==> src/rtl/fetch_stage_pkg.sv <==
// Constants shared by the fetch stage and the decode control unit.
package fetch_stage_pkg;

   localparam logic [1:0] JSEL_SEQ = 2'b00;
   localparam logic [1:0] JSEL_JMP = 2'b01;
   localparam logic [1:0] JSEL_INT = 2'b10;
   localparam logic [1:0] JSEL_RET = 2'b11;

   localparam logic [15:0] NOP_INST = 16'h0000;

   typedef enum logic [1:0] {
      BOOT_HI = 2'b00,
      BOOT_LO = 2'b01,
      RUN     = 2'b10
   } fetch_state_t;

endpackage

==> src/rtl/fetch_stage_if.sv <==
// Fetch stage bus: decode CU controls, instruction memory port and F/D register outputs.
interface fetch_stage_if #(
   parameter int unsigned PC_W   = 32,
   parameter int unsigned INST_W = 16
);
   logic              pc_enable;
   logic              f_d_buffer_enable;
   logic              flush;
   logic [1:0]        jump_sel;
   logic [PC_W-1:0]   jump_target;
   logic [PC_W-1:0]   ret_target;
   logic              br_taken;
   logic [PC_W-1:0]   br_target;
   logic              irq_in;
   logic [PC_W-1:0]   imem_addr;
   logic [INST_W-1:0] imem_rdata;
   logic [INST_W-1:0] fd_inst;
   logic [PC_W-1:0]   fd_pc_next;
   logic              fd_valid;
   logic              interrupt;
   logic              boot_done;

   modport master (
      input  pc_enable, f_d_buffer_enable, flush, jump_sel, jump_target, ret_target,
             br_taken, br_target, irq_in, imem_rdata,
      output imem_addr, fd_inst, fd_pc_next, fd_valid, interrupt, boot_done
   );

   modport slave (
      output pc_enable, f_d_buffer_enable, flush, jump_sel, jump_target, ret_target,
             br_taken, br_target, irq_in, imem_rdata,
      input  imem_addr, fd_inst, fd_pc_next, fd_valid, interrupt, boot_done
   );

endinterface

==> src/rtl/fetch_stage_fd_buffer.sv <==
// F/D pipeline register with load enable and NOP insertion on kill.
module fd_buffer
   import fetch_stage_pkg::*;
#(
   parameter int unsigned PC_W   = 32,
   parameter int unsigned INST_W = 16
) (
   input  logic              clk,
   input  logic              rst_n,
   input  logic              run,
   input  logic              kill,
   input  logic              load,
   input  logic [INST_W-1:0] inst_in,
   input  logic [PC_W-1:0]   pc_next_in,
   output logic [INST_W-1:0] inst,
   output logic [PC_W-1:0]   pc_next,
   output logic              valid
);

   always_ff @(posedge clk or negedge rst_n) begin
      if (!rst_n) begin
         inst    <= INST_W'(NOP_INST);
         pc_next <= '0;
         valid   <= 1'b0;
      end else if (!run) begin
         inst    <= INST_W'(NOP_INST);
         pc_next <= '0;
         valid   <= 1'b0;
      end else if (kill) begin
         // kill overrides a stalled register; the return address still advances
         inst    <= INST_W'(NOP_INST);
         pc_next <= pc_next_in;
         valid   <= 1'b0;
      end else if (load) begin
         inst    <= inst_in;
         pc_next <= pc_next_in;
         valid   <= 1'b1;
      end
   end

endmodule

==> src/rtl/fetch_stage.sv <==
// Fetch stage: boot vector load, PC / next-PC select, interrupt latch and F/D register.
module fetch_stage
   import fetch_stage_pkg::*;
#(
   parameter int unsigned     PC_W      = 32,
   parameter int unsigned     INST_W    = 16,
   parameter logic [PC_W-1:0] RESET_VEC = '0,
   parameter logic [PC_W-1:0] INT_VEC   = PC_W'(2)
) (
   input logic           clk,
   input logic           rst_n,
   fetch_stage_if.master bus
);

   fetch_state_t    state;
   logic [PC_W-1:0] pc;
   logic [PC_W-1:0] pc_plus1;
   logic            int_pending;
   logic            boot_done_r;
   logic            run;

   assign run      = (state == RUN);
   assign pc_plus1 = pc + 1'b1;

   always_comb begin
      bus.imem_addr = pc;
      case (state)
         BOOT_HI: bus.imem_addr = RESET_VEC;
         BOOT_LO: bus.imem_addr = RESET_VEC + 1'b1;
         default: bus.imem_addr = pc;
      endcase
   end

   always_ff @(posedge clk or negedge rst_n) begin
      if (!rst_n) begin
         state       <= BOOT_HI;
         pc          <= '0;
         int_pending <= 1'b0;
         boot_done_r <= 1'b0;
      end else begin
         case (state)
            BOOT_HI: begin
               pc[PC_W-1 -: INST_W] <= bus.imem_rdata;
               state                <= BOOT_LO;
            end
            BOOT_LO: begin
               pc[INST_W-1:0] <= bus.imem_rdata;
               state          <= RUN;
               boot_done_r    <= 1'b1;
            end
            RUN: begin
               if (bus.br_taken)
                  pc <= bus.br_target;
               else if (bus.pc_enable) begin
                  case (bus.jump_sel)
                     JSEL_SEQ: pc <= pc_plus1;
                     JSEL_JMP: pc <= bus.jump_target;
                     JSEL_INT: pc <= INT_VEC;
                     JSEL_RET: pc <= bus.ret_target;
                  endcase
               end
               // a new request on the acknowledge edge keeps the latch set
               if (bus.irq_in)
                  int_pending <= 1'b1;
               else if (bus.pc_enable && bus.jump_sel == JSEL_INT)
                  int_pending <= 1'b0;
            end
            default: state <= BOOT_HI;
         endcase
      end
   end

   fd_buffer #(
      .PC_W   (PC_W),
      .INST_W (INST_W)
   ) u_fd_buffer (
      .clk        (clk),
      .rst_n      (rst_n),
      .run        (run),
      .kill       (bus.br_taken | bus.flush),
      .load       (bus.f_d_buffer_enable),
      .inst_in    (bus.imem_rdata),
      .pc_next_in (pc_plus1),
      .inst       (bus.fd_inst),
      .pc_next    (bus.fd_pc_next),
      .valid      (bus.fd_valid)
   );

   assign bus.interrupt = int_pending & bus.fd_valid;
   assign bus.boot_done = boot_done_r;

endmodule

==> src/flat_wrapper.sv <==
// flat-port wrapper written by rule: the top's interface ports become plain ports
module fetch_stage_flat import fetch_stage_pkg::*;
#(
   parameter int unsigned     PC_W      = 32,
   parameter int unsigned     INST_W    = 16,
   parameter logic [PC_W-1:0] RESET_VEC = '0,
   parameter logic [PC_W-1:0] INT_VEC   = PC_W'(2)
)
  (clk, rst_n, bus_pc_enable, bus_f_d_buffer_enable, bus_flush, bus_jump_sel, bus_jump_target, bus_ret_target, bus_br_taken, bus_br_target, bus_irq_in, bus_imem_rdata, bus_imem_addr, bus_fd_inst, bus_fd_pc_next, bus_fd_valid, bus_interrupt, bus_boot_done);
  fetch_stage_if #(.PC_W(PC_W), .INST_W(INST_W)) bus_i ();
  input logic clk;
  input logic rst_n;
  input wire logic [$bits(bus_i.pc_enable)-1:0] bus_pc_enable;
  input wire logic [$bits(bus_i.f_d_buffer_enable)-1:0] bus_f_d_buffer_enable;
  input wire logic [$bits(bus_i.flush)-1:0] bus_flush;
  input wire logic [$bits(bus_i.jump_sel)-1:0] bus_jump_sel;
  input wire logic [$bits(bus_i.jump_target)-1:0] bus_jump_target;
  input wire logic [$bits(bus_i.ret_target)-1:0] bus_ret_target;
  input wire logic [$bits(bus_i.br_taken)-1:0] bus_br_taken;
  input wire logic [$bits(bus_i.br_target)-1:0] bus_br_target;
  input wire logic [$bits(bus_i.irq_in)-1:0] bus_irq_in;
  input wire logic [$bits(bus_i.imem_rdata)-1:0] bus_imem_rdata;
  output wire logic [$bits(bus_i.imem_addr)-1:0] bus_imem_addr;
  output wire logic [$bits(bus_i.fd_inst)-1:0] bus_fd_inst;
  output wire logic [$bits(bus_i.fd_pc_next)-1:0] bus_fd_pc_next;
  output wire logic [$bits(bus_i.fd_valid)-1:0] bus_fd_valid;
  output wire logic [$bits(bus_i.interrupt)-1:0] bus_interrupt;
  output wire logic [$bits(bus_i.boot_done)-1:0] bus_boot_done;
  assign bus_i.pc_enable = bus_pc_enable;
  assign bus_i.f_d_buffer_enable = bus_f_d_buffer_enable;
  assign bus_i.flush = bus_flush;
  assign bus_i.jump_sel = bus_jump_sel;
  assign bus_i.jump_target = bus_jump_target;
  assign bus_i.ret_target = bus_ret_target;
  assign bus_i.br_taken = bus_br_taken;
  assign bus_i.br_target = bus_br_target;
  assign bus_i.irq_in = bus_irq_in;
  assign bus_i.imem_rdata = bus_imem_rdata;
  assign bus_imem_addr = bus_i.imem_addr;
  assign bus_fd_inst = bus_i.fd_inst;
  assign bus_fd_pc_next = bus_i.fd_pc_next;
  assign bus_fd_valid = bus_i.fd_valid;
  assign bus_interrupt = bus_i.interrupt;
  assign bus_boot_done = bus_i.boot_done;
  fetch_stage #(.PC_W(PC_W), .INST_W(INST_W), .RESET_VEC(RESET_VEC), .INT_VEC(INT_VEC)) u_core (.clk(clk), .rst_n(rst_n), .bus(bus_i));
endmodule
==> config.mk <==
export PLATFORM = sky130hd
export DESIGN_NAME = fetch_stage_flat
export DESIGN_NICKNAME = d
export VERILOG_FILES = /design/src/rtl/fetch_stage_pkg.sv /design/src/rtl/fetch_stage_if.sv /design/src/rtl/fetch_stage_fd_buffer.sv /design/src/rtl/fetch_stage.sv /design/src/flat_wrapper.sv
export SDC_FILE = /design/constraint.sdc
export NUM_CORES = 1
export LEC_CHECK = 0
export CORE_MARGIN = 5
export CORE_UTILIZATION = 31
export CTS_CLUSTER_DIAMETER = 100
export CTS_CLUSTER_SIZE = 10
export DETAILED_ROUTE_END_ITERATION = 10
export SLEW_MARGIN = 20
export SYNTH_ARGS = -nofsm -noshare
export SYNTH_HDL_FRONTEND = slang
export SYNTH_SLANG_ARGS = --single-unit
==> constraint.sdc <==
create_clock -name clk -period 5.65 [get_ports clk]
set_input_delay 1.13 -clock clk [delete_from_list [all_inputs] [get_ports clk]]
set_output_delay 1.13 -clock clk [all_outputs]
set_load 0.01 [all_outputs]
=== Yosys cells after proc, flatten, opt, wreduce, memory -nomap -nowiden ===
Index checks and enable logic that the tools add are counted.

* Output and inout bits: 83
* Input port bits: 121
* Register bits after elaboration: 85
* Logic and storage cells: 45

* Reduce and logical (&&, ||, !) cells: 9
* Multiplexer cells: 18
* Bitwise logic cells: 2
* Equal/unequal tests: 7
* Add/subtract/negate cells: 1

{| class="wikitable"
|+ Operators by type and width
! operator !! number
|-
| 2-to-1 mux 32 bit || 5
|-
| case mux 32 bit (4 select lines) || 1
|-
| case mux 16 bit (2 select lines) || 2
|-
| case mux 32 bit (2 select lines) || 1
|-
| 2-to-1 mux 16 bit || 3
|-
| adder 32 x 1 -> 32 bit, second input constant || 1
|-
| == test 2 bit, second input constant || 3
|-
| case mux 2 bit (3 select lines) || 1
|-
| AND reduction 2 bit || 3
|-
| nonzero test 2 bit || 3
|-
| 2-to-1 mux 1 bit || 5
|-
| == test 2 x 1 -> 1 bit, second input constant || 2
|-
| zero test 2 bit || 2
|-
| != test 3 x 2 -> 1 bit, second input constant || 1
|-
| != test 3 bit, second input constant || 1
|-
| AND 1 bit || 1
|-
| logical AND 1 bit || 1
|-
| OR 1 bit || 1
|}

=== Logic depth before layout (Yosys ltp) ===
Gate-level depths: netlist of run 1.

* Word-level depth: 5
* Depth in mapped cells: 8
* Mapped depth without buffers: 6

=== Cells and area by module ===
Synthesis of run 1 repeated with hierarchy kept, for this count alone.

* Cell total of the unflattened synthesis: 657
* Area total of the unflattened synthesis: 5758.0 µm²

{| class="wikitable"
|+ Modules (own cells, without submodules)
! module !! cells each !! instances !! area an instance (µm²)
|-
| fetch_stage || 454 || 1 || 3619.7
|-
| fd_buffer || 203 || 1 || 2138.3
|}

=== Worst setup path after synthesis of run 1 ===
No wires, ideal clock.

* Kind: input-to-reg
* From: in bus_jump_sel[1]
* To: reg u_core.pc[4]
* Buffers on the path: 3
* Arrival time: 2.341 ns
* Cell stages on the path: 7
* Slack: 3.180 ns
* Data required time: 5.521 ns
* Cells stage by stage: buf_2 > buf_2 > clkbuf_1 > mux2i_1 > nor2_1 > o21ai_0 > a21oi_1

* Word-level cells in the longest chain between the ends: 5
* Elaborated cells between the ends (all ways): 8

{| class="wikitable"
|+ RTL lines
! item !! RTL line !! source
|-
| start, declared || flat_wrapper.sv:16 || <nowiki>input wire logic [$bits(bus_i.jump_sel)-1:0] bus_jump_sel;</nowiki>
|-
| == test 2 bit (tied with other cells) || fetch_stage.sv:55 || <nowiki>case (bus.jump_sel)</nowiki>
|-
| case mux 32 bit (4 select lines) (*) || fetch_stage.sv:55 ||
|-
| 2-to-1 mux 32 bit (*) || fetch_stage.sv:54 || <nowiki>else if (bus.pc_enable) begin</nowiki>
|-
| 2-to-1 mux 32 bit (*) || fetch_stage.sv:52 || <nowiki>if (bus.br_taken)</nowiki>
|-
| case mux 16 bit (2 select lines) (*) || fetch_stage.sv:41 || <nowiki>case (state)</nowiki>
|-
| end signal, assigned by index || fetch_stage.sv:43 || <nowiki>pc[PC_W-1 -: INST_W] <= bus.imem_rdata;</nowiki>
|-
| end signal, assigned || fetch_stage.sv:53 || <nowiki>pc <= bus.br_target;</nowiki>
|-
| end signal, assigned || fetch_stage.sv:56 || <nowiki>JSEL_SEQ: pc <= pc_plus1;</nowiki>
|-
| end, declared || fetch_stage.sv:16 || <nowiki>logic [PC_W-1:0] pc;</nowiki>
|}

Mark *: on every way between the ends. The rest lies on a longest branch, timed or not. The select of a mux whose other input is x is not followed.
A chain may end at the register's enable or synchronous reset.

=== Final worst setup path of run 1 ===
* From: reg u_core.state[0]
* To: out bus_imem_addr[0]

* Word-level cells in the longest chain between the ends: 2
* Elaborated cells between the ends (all ways): 3

{| class="wikitable"
|+ RTL lines
! item !! RTL line !! source
|-
| start, declared || fetch_stage.sv:15 || <nowiki>fetch_state_t state;</nowiki>
|-
| start signal, assigned || fetch_stage.sv:36 || <nowiki>state <= BOOT_HI;</nowiki>
|-
| start signal, assigned || fetch_stage.sv:44 || <nowiki>state <= BOOT_LO;</nowiki>
|-
| start signal, assigned || fetch_stage.sv:48 || <nowiki>state <= RUN;</nowiki>
|-
| == test 2 x 1 -> 1 bit / zero test 2 bit (equally long branches) || fetch_stage.sv:27 || <nowiki>case (state)</nowiki>
|-
| case mux 32 bit (2 select lines) (*) || fetch_stage.sv:27 ||
|-
| end, declared || flat_wrapper.sv:23 || <nowiki>output wire logic [$bits(bus_i.imem_addr)-1:0] bus_imem_addr;</nowiki>
|}

Mark *: on every way between the ends. The rest lies on a longest branch, timed or not.

==> metrics.txt, run 1 <==
port bufs=about 200; placed cells=between 1k and 1.5k; share of layout cells above drive strength 1=just under 7%; Final setup viols=0; remaining antenna violation count=0; CTS H-tree lvls=3; # diodes=0; WHS=between 0.4 and 0.5 ns; Hold WC Path Type=reg -> reg; hold buffers post-CTS=0; drt total wl=between 20000 and 25000 um; PnR worst setup slack=between 2 and 2.5 ns; Synth area leaders=dfrtp_1, mux2i_1, o21ai_0, nand2_1, nor2_1; initial antenna violation count=0; Main synth FF type=dfrtp_1; largest net degree at the start of global routing=71; final number of max-transition violations=0; post-synthesis mux area share=just under 8%; pre-CTS WS=a little under 2 ns; Final Cycle Share=roughly three fifths; Synth Area in XOR/XNOR=4.43%; Leak=3.30 nW; Die W=146 um; Layout Nets=~970; global-route wire length before repair=approximately 36000 um; CP required=around 4.5 ns; clock root buffer=clkbuf_16; vias in the first global route=5894; Arrival @ worst endpoint=about 2.3 ns; drt first pass iters=5; achievable frequency=approximately 300 MHz; Core ar.=0.0181 mm^2; # fillers=~1.8k; Mean Syn Cell Area=~8.5 um^2; Worst-Skew Late Latency=0.35 ns; min Tclk post-route=roughly 3.4 ns; Critical Path End Type=output port; final std cells w/o fill=about 1.1k; combinational family with the most area after synthesis=simple AND/OR/NAND/NOR gates; DP Wirelength=~18000 um; DRC violations left=0; Total Neg Setup Slack=0 ns; switching portion of total power=between 30% and 40%; Seq cells post-synth=85; CP Class=reg -> out; Reg power frac=roughly 39%; status=finished, final reports clean; adder-cell area share of the yosys netlist=less than 1%; Relative slew margins=between 20% and 30%; type of origin of the critical path=flop; chip height=~150 um; Area Growth Syn to Fin=43.0%; WL/cell=21.7 um; initial DRC count=about 650; Post-Synth Simple-Gate Area=23.1%; vias post-DR=between 5k and 6k; GRT Util Overall=about 22%; placed inst area=~0.008 mm^2; Mapped Area=between 0.005 and 0.006 mm^2; synthesized net count=approximately 800; PostCTS Resize Cnt=0; Synth Instances=around 670; combinational share of power=28.4%; Num CTS Buffers=9; number of synthesized flops with an enable pin=0; CP max FO=18; top cell type by total area after synthesis=dfrtp_1; Starting Density=31.7%; Synth cell types=63; Synth Area in Compound Gates=22.3%; CTS Sinks=85; RSZ-0062 raised after global routing=false; via-per-instance ratio=~5.4; grt ovf=0; P_int=roughly 1.3 mW; Async SR Flop Fraction=100%; maximum vdd drop=~0.17 mV; PwrDens=roughly 230 mW/mm^2; Worst Tran Pin Value=roughly 1.1 ns; Final Hold Viols=0; die footprint=0.0213 mm^2; fin area=a little over 0.008 mm^2; clock power share=32.2%; CTS tree=done; Setup Buffers After CTS=0; CTS max path bufs=2; Ports=just over 200; Tot Pwr=slightly below 2 mW; Synthesis Warnings=0; clk_skew=~0.0094 ns; top-area cell type share of the netlist area=a little under two fifths; Final Wtd Congestion=0.864; Reg clk slew, reported paths=around 0.060 ns; post-synthesis sequential area ratio=between 30% and 40%; max-cap violation count=0; switching pwr=0.584 mW; Layout Utilization=between 40 and 50%; Row Count=between 40 and 50
[cell type report]
cell class | count | area [um^2] | area share, %
Multi-Input combinational cell | 521 | 3320 | 40.6
Sequential cell | 85 | 2130 | 26.0
Timing Repair Buffer | 216 | 2120 | 25.9
Tap cell | 229 | 287 | 3.50
Clock buffer | 14 | 264 | 3.22
Inverter | 10 | 37.5 | 0.458
Clock inverter | 1 | 30.0 | 0.367
[routing by layer]
layer / up-vias / GRT usage [%] / wire (um)
met5: - / 0 / 0
met4: 0 / 5.51 / 380
met3: 22 / 4.80 / 1880
met2: 261 / 34.9 / 10900
met1: 2810 / 29.3 / 10200
li1: 2766 / - / -
[state kept, by name (all words and copies together) (netlist names)]
| name | cells |
|---|---|
| u_core.state | 2 |
| u_core.bus.boot_done | 1 |
| u_core.int_pending | 1 |
| u_core.u_fd_buffer.inst | 16 |
| u_core.pc | 32 |
| u_core.u_fd_buffer.pc_next | 32 |
| u_core.u_fd_buffer.valid | 1 |
[layout by cell type, fill, tap and decap left out, drive strengths merged, types with 15 or more instances in the layout]
cell / n
clkdlybuf4s50: 201
dfrtp: 85
nand2: 78
o21ai: 78
nor2: 65
mux2i: 39
and2: 28
a21oi: 22
nand3: 19
xnor2: 18
o31ai: 18
buf: 15
[power by group through the flow]
stage,clock network [mW],logic [mW],registers (mW)
floorplan,0,0.236,0.751
global placement,0,0.545,0.765
detailed placement,0,0.547,0.766
CTS,0.627,0.549,0.756
global route,0.647,0.588,0.767
finish,0.619,0.545,0.757
[critical path, cell delays in order, from the launching register on]
cell and delay, ns:
dfrtp_1 0.77, nand2b_1 0.40, nand2_1 0.16, clkdlybuf4s50_1 0.56
[logic make-up (layout without fill, tap and decap cells)]
logic type | count (synthesis) | in the layout
multiplexers | 44 | 44
adder cells (fa/ha/maj) | 1 | 1
AND/OR/NAND/NOR | 257 | 257
XOR/XNOR | 29 | 29
flip-flops | 85 | 85
buffers and inverters | 68 | 241
AO/OA/AOI/OAI | 190 | 190
[final timing paths]
kind	from	to	slack [ns]	cells after the start
max	u_core.state[0]	bus_imem_addr[0]	2.27	3
min	u_core.bus.boot_done	u_core.bus.boot_done	0.47	1
max reg2reg	u_core.state[0]	u_core.u_fd_buffer.pc_next[26]	2.89	5
min reg2reg	u_core.bus.boot_done	u_core.bus.boot_done	0.47	1
max in group asynchronous	rst_n	u_core.u_fd_buffer.pc_next[16]	3.80	2
min in group asynchronous	rst_n	u_core.u_fd_buffer.inst[3]	0.62	1
[cell usage after synthesis, drive strengths merged, types with 5 or more instances]
cell	number
xnor2	18
inv	9
nor4	7
o21ai	78
dfrtp	85
and2	28
a2bb2oi	5
a32oi	5
and3	9
buf	20
o211a	7
nor2	65
xor2	11
clkbuf	38
mux2	5
nand4	14
o211ai	9
nand2b	9
a221oi	5
mux2i	39
nand3	19
o31ai	18
a21oi	22
nand2	78
nor3	14
No activity file was read; power rests on OpenSTA's default activity.
==> run 2, diff against run 1 <==
clock period = 2.7 ns   (was 5.65 ns; I/O delays follow)
==> metrics.txt, run 2 (same netlist as run 1, synthesis figures left out) <==
status=finished, final reports clean; placed inst area=0.00810 mm^2 (+2.6%); Die W=146 um (unchanged); Hold WC Path Type=in -> async; min Tclk post-route=~2.6 ns; initial DRC count=630 (-3.2%); Critical Path End Type=output port; type of origin of the critical path=flop; most frequent cells in the layout=clkdlybuf4s50_1, dfrtp_1, o21ai_0; Row Count=49 (unchanged); Reg clk slew, reported paths=0.07 ns (about the same); CP Class=reg -> out; fin area=0.00845 mm^2 (+3.2%); largest net degree at the start of global routing=73 (+2.8%); vias in the first global route=6030 (+2.3%); Worst-Skew Late Latency=0.35 ns (about the same); Relative slew margins=61.9% (+33 points); Area Growth Syn to Fin=47.5%; DRC violations left=0 (unchanged); RSZ-0062 raised after global routing=false; Num CTS Buffers=9 (unchanged); share of layout cells above drive strength 1=9.86% (+3.1 points); max-cap violation count=0 (unchanged); Starting Density=31.7% (unchanged); commonest non-fill, non-tap cell in the layout=clkdlybuf4s50_1; switching portion of total power=29.7% (-0.70 points); r2r worst-path depth=7 (+2); CP max FO=24 (+6); biggest regs=u_core.pc: 32 flops, u_core.u_fd_buffer.pc_next: 32 flops, u_core.u_fd_buffer.inst: 16 flops; WL/cell=21.5 um (-1.1%); Reg2Reg Setup Slack=0.34 ns (-2.55 ns); CTS tree=done; Final setup viols=0 (unchanged); chip height=146 um (unchanged); Arrival @ worst endpoint=2.08 ns (-0.17 ns); initial antenna violation count=0 (unchanged); via-per-instance ratio=5.42 (-0.52%); P_int=2.96 mW (+120%); vias post-DR=5964 (+1.8%); clock power share=34.6% (+2.4 points); drt total wl=23600 um (+1.2%); final number of max-transition violations=0 (unchanged); Core ar.=0.0181 mm^2 (unchanged); Final Wtd Congestion=0.914 (+5.8%); register area=0.00213 mm^2 (unchanged); CTS max path bufs=2 (unchanged); switching pwr=1.25 mW (+110%); CTS H-tree lvls=3 (unchanged); Worst Tran Pin Value=0.572 ns (-0.487 ns); # diodes=0 (unchanged); Layout Nets=990 (+2.6%); drt first pass iters=5 (unchanged); # fillers=1766 (-2.2%); CTS Sinks=85 (unchanged); Leak=3.43 nW (+4.1%); Ports=204 (unchanged); CP required=2.16 ns (-2.36 ns); achievable frequency=382 MHz; port bufs=203 (unchanged); reg-to-reg critical path startpoint=u_core.state[1]; combinational share of power=28.3% (about the same); Total Neg Setup Slack=0 ns (unchanged); maximum vdd drop=0.335 mV (+96%); Tot Pwr=4.21 mW (+120%); Final Hold Viols=0 (unchanged); Reg power frac=37.1% (-2.3 points); PwrDens=498 mW/mm^2 (+110%); die footprint=0.0213 mm^2 (unchanged); global-route wire length before repair=36600 um (+1.6%); grt ovf=0 (unchanged); DP Wirelength=18400 um (+4.0%); clock root buffer=clkbuf_16; R2R Path End=u_core.u_fd_buffer.pc_next[7]; GRT Util Overall=22.0% (+0.41 points); Final Cycle Share=a little over nine tenths; Multi-input gate area=0.00332 mm^2 (unchanged); remaining antenna violation count=0 (unchanged); clk_skew=0.00928 ns (-0.000132 ns)
[run 2: metal layers]
layer  share of wire (%)  GRT usage, %  vias up
met3                 8.8          4.98       21
met4                 1.5          5.65        0
li1                    -             -     2814
met2                  46          34.8      269
met5                   0             0        -
met1                  44          30.4     2860
[run 2: final cells by class]
cell class / instances / share of cell area [%]
Multi-Input combinational cell: 521 / 39.3
Timing Repair Buffer: 241 / 27.6
Sequential cell: 85 / 25.2
Tap cell: 229 / 3.39
Clock buffer: 9 / 2.67
Clock inverter: 6 / 1.32
Inverter: 10 / 0.489
[run 2: metrics by stage]
stage	util (%)	hold slack [ns]	worst slack, ns	cells
after detailed placement	44.8	0.407	0.319	1085
after floorplan	-	0.244	0.741	674
after global placement	44.8	0.405	0.382	1085
after CTS	46.7	0.0275	0.0560	1100
final	46.7	0.0315	0.0816	1101
after global routing	46.7	0.0374	0.00534	1101
[run 2: how the worst max path moves through the flow]
stage	start	end	slack, ns
finish	u_core.state[1]	bus_imem_addr[22]	0.08
global placement	bus_br_taken	u_core.pc[13]	0.38
floorplan	u_core.pc[0]	u_core.pc[26]	0.74
detailed placement	bus_jump_sel[0]	u_core.pc[13]	0.32
global route	u_core.state[1]	bus_imem_addr[0]	0.005
CTS	u_core.state[1]	bus_imem_addr[24]	0.06
[run 2: power by group through the flow]
stage	sequential [mW]	combinational, mW	clock [mW]
6_report	1.56	1.19	1.46
2_1_floorplan	1.57	0.493	0
3_5_place_dp	1.58	1.19	0
3_3_place_gp	1.58	1.19	0
4_1_cts	1.56	1.20	1.48
5_1_grt	1.58	1.29	1.53
[run 2: timing repair]
item	4_1_cts	5_1_grt
gates resized for setup	0	1
setup buffers	0	1
hold endpoints to repair	0	0
hold buffers	0	0
setup endpoints to repair	0	5
[run 2: critical path, cell delays in order (launching register included)]
cell	delay (ns)
dfrtp_1	0.60
buf_4	0.34
and2_1	0.22
clkdlybuf4s50_1	0.56
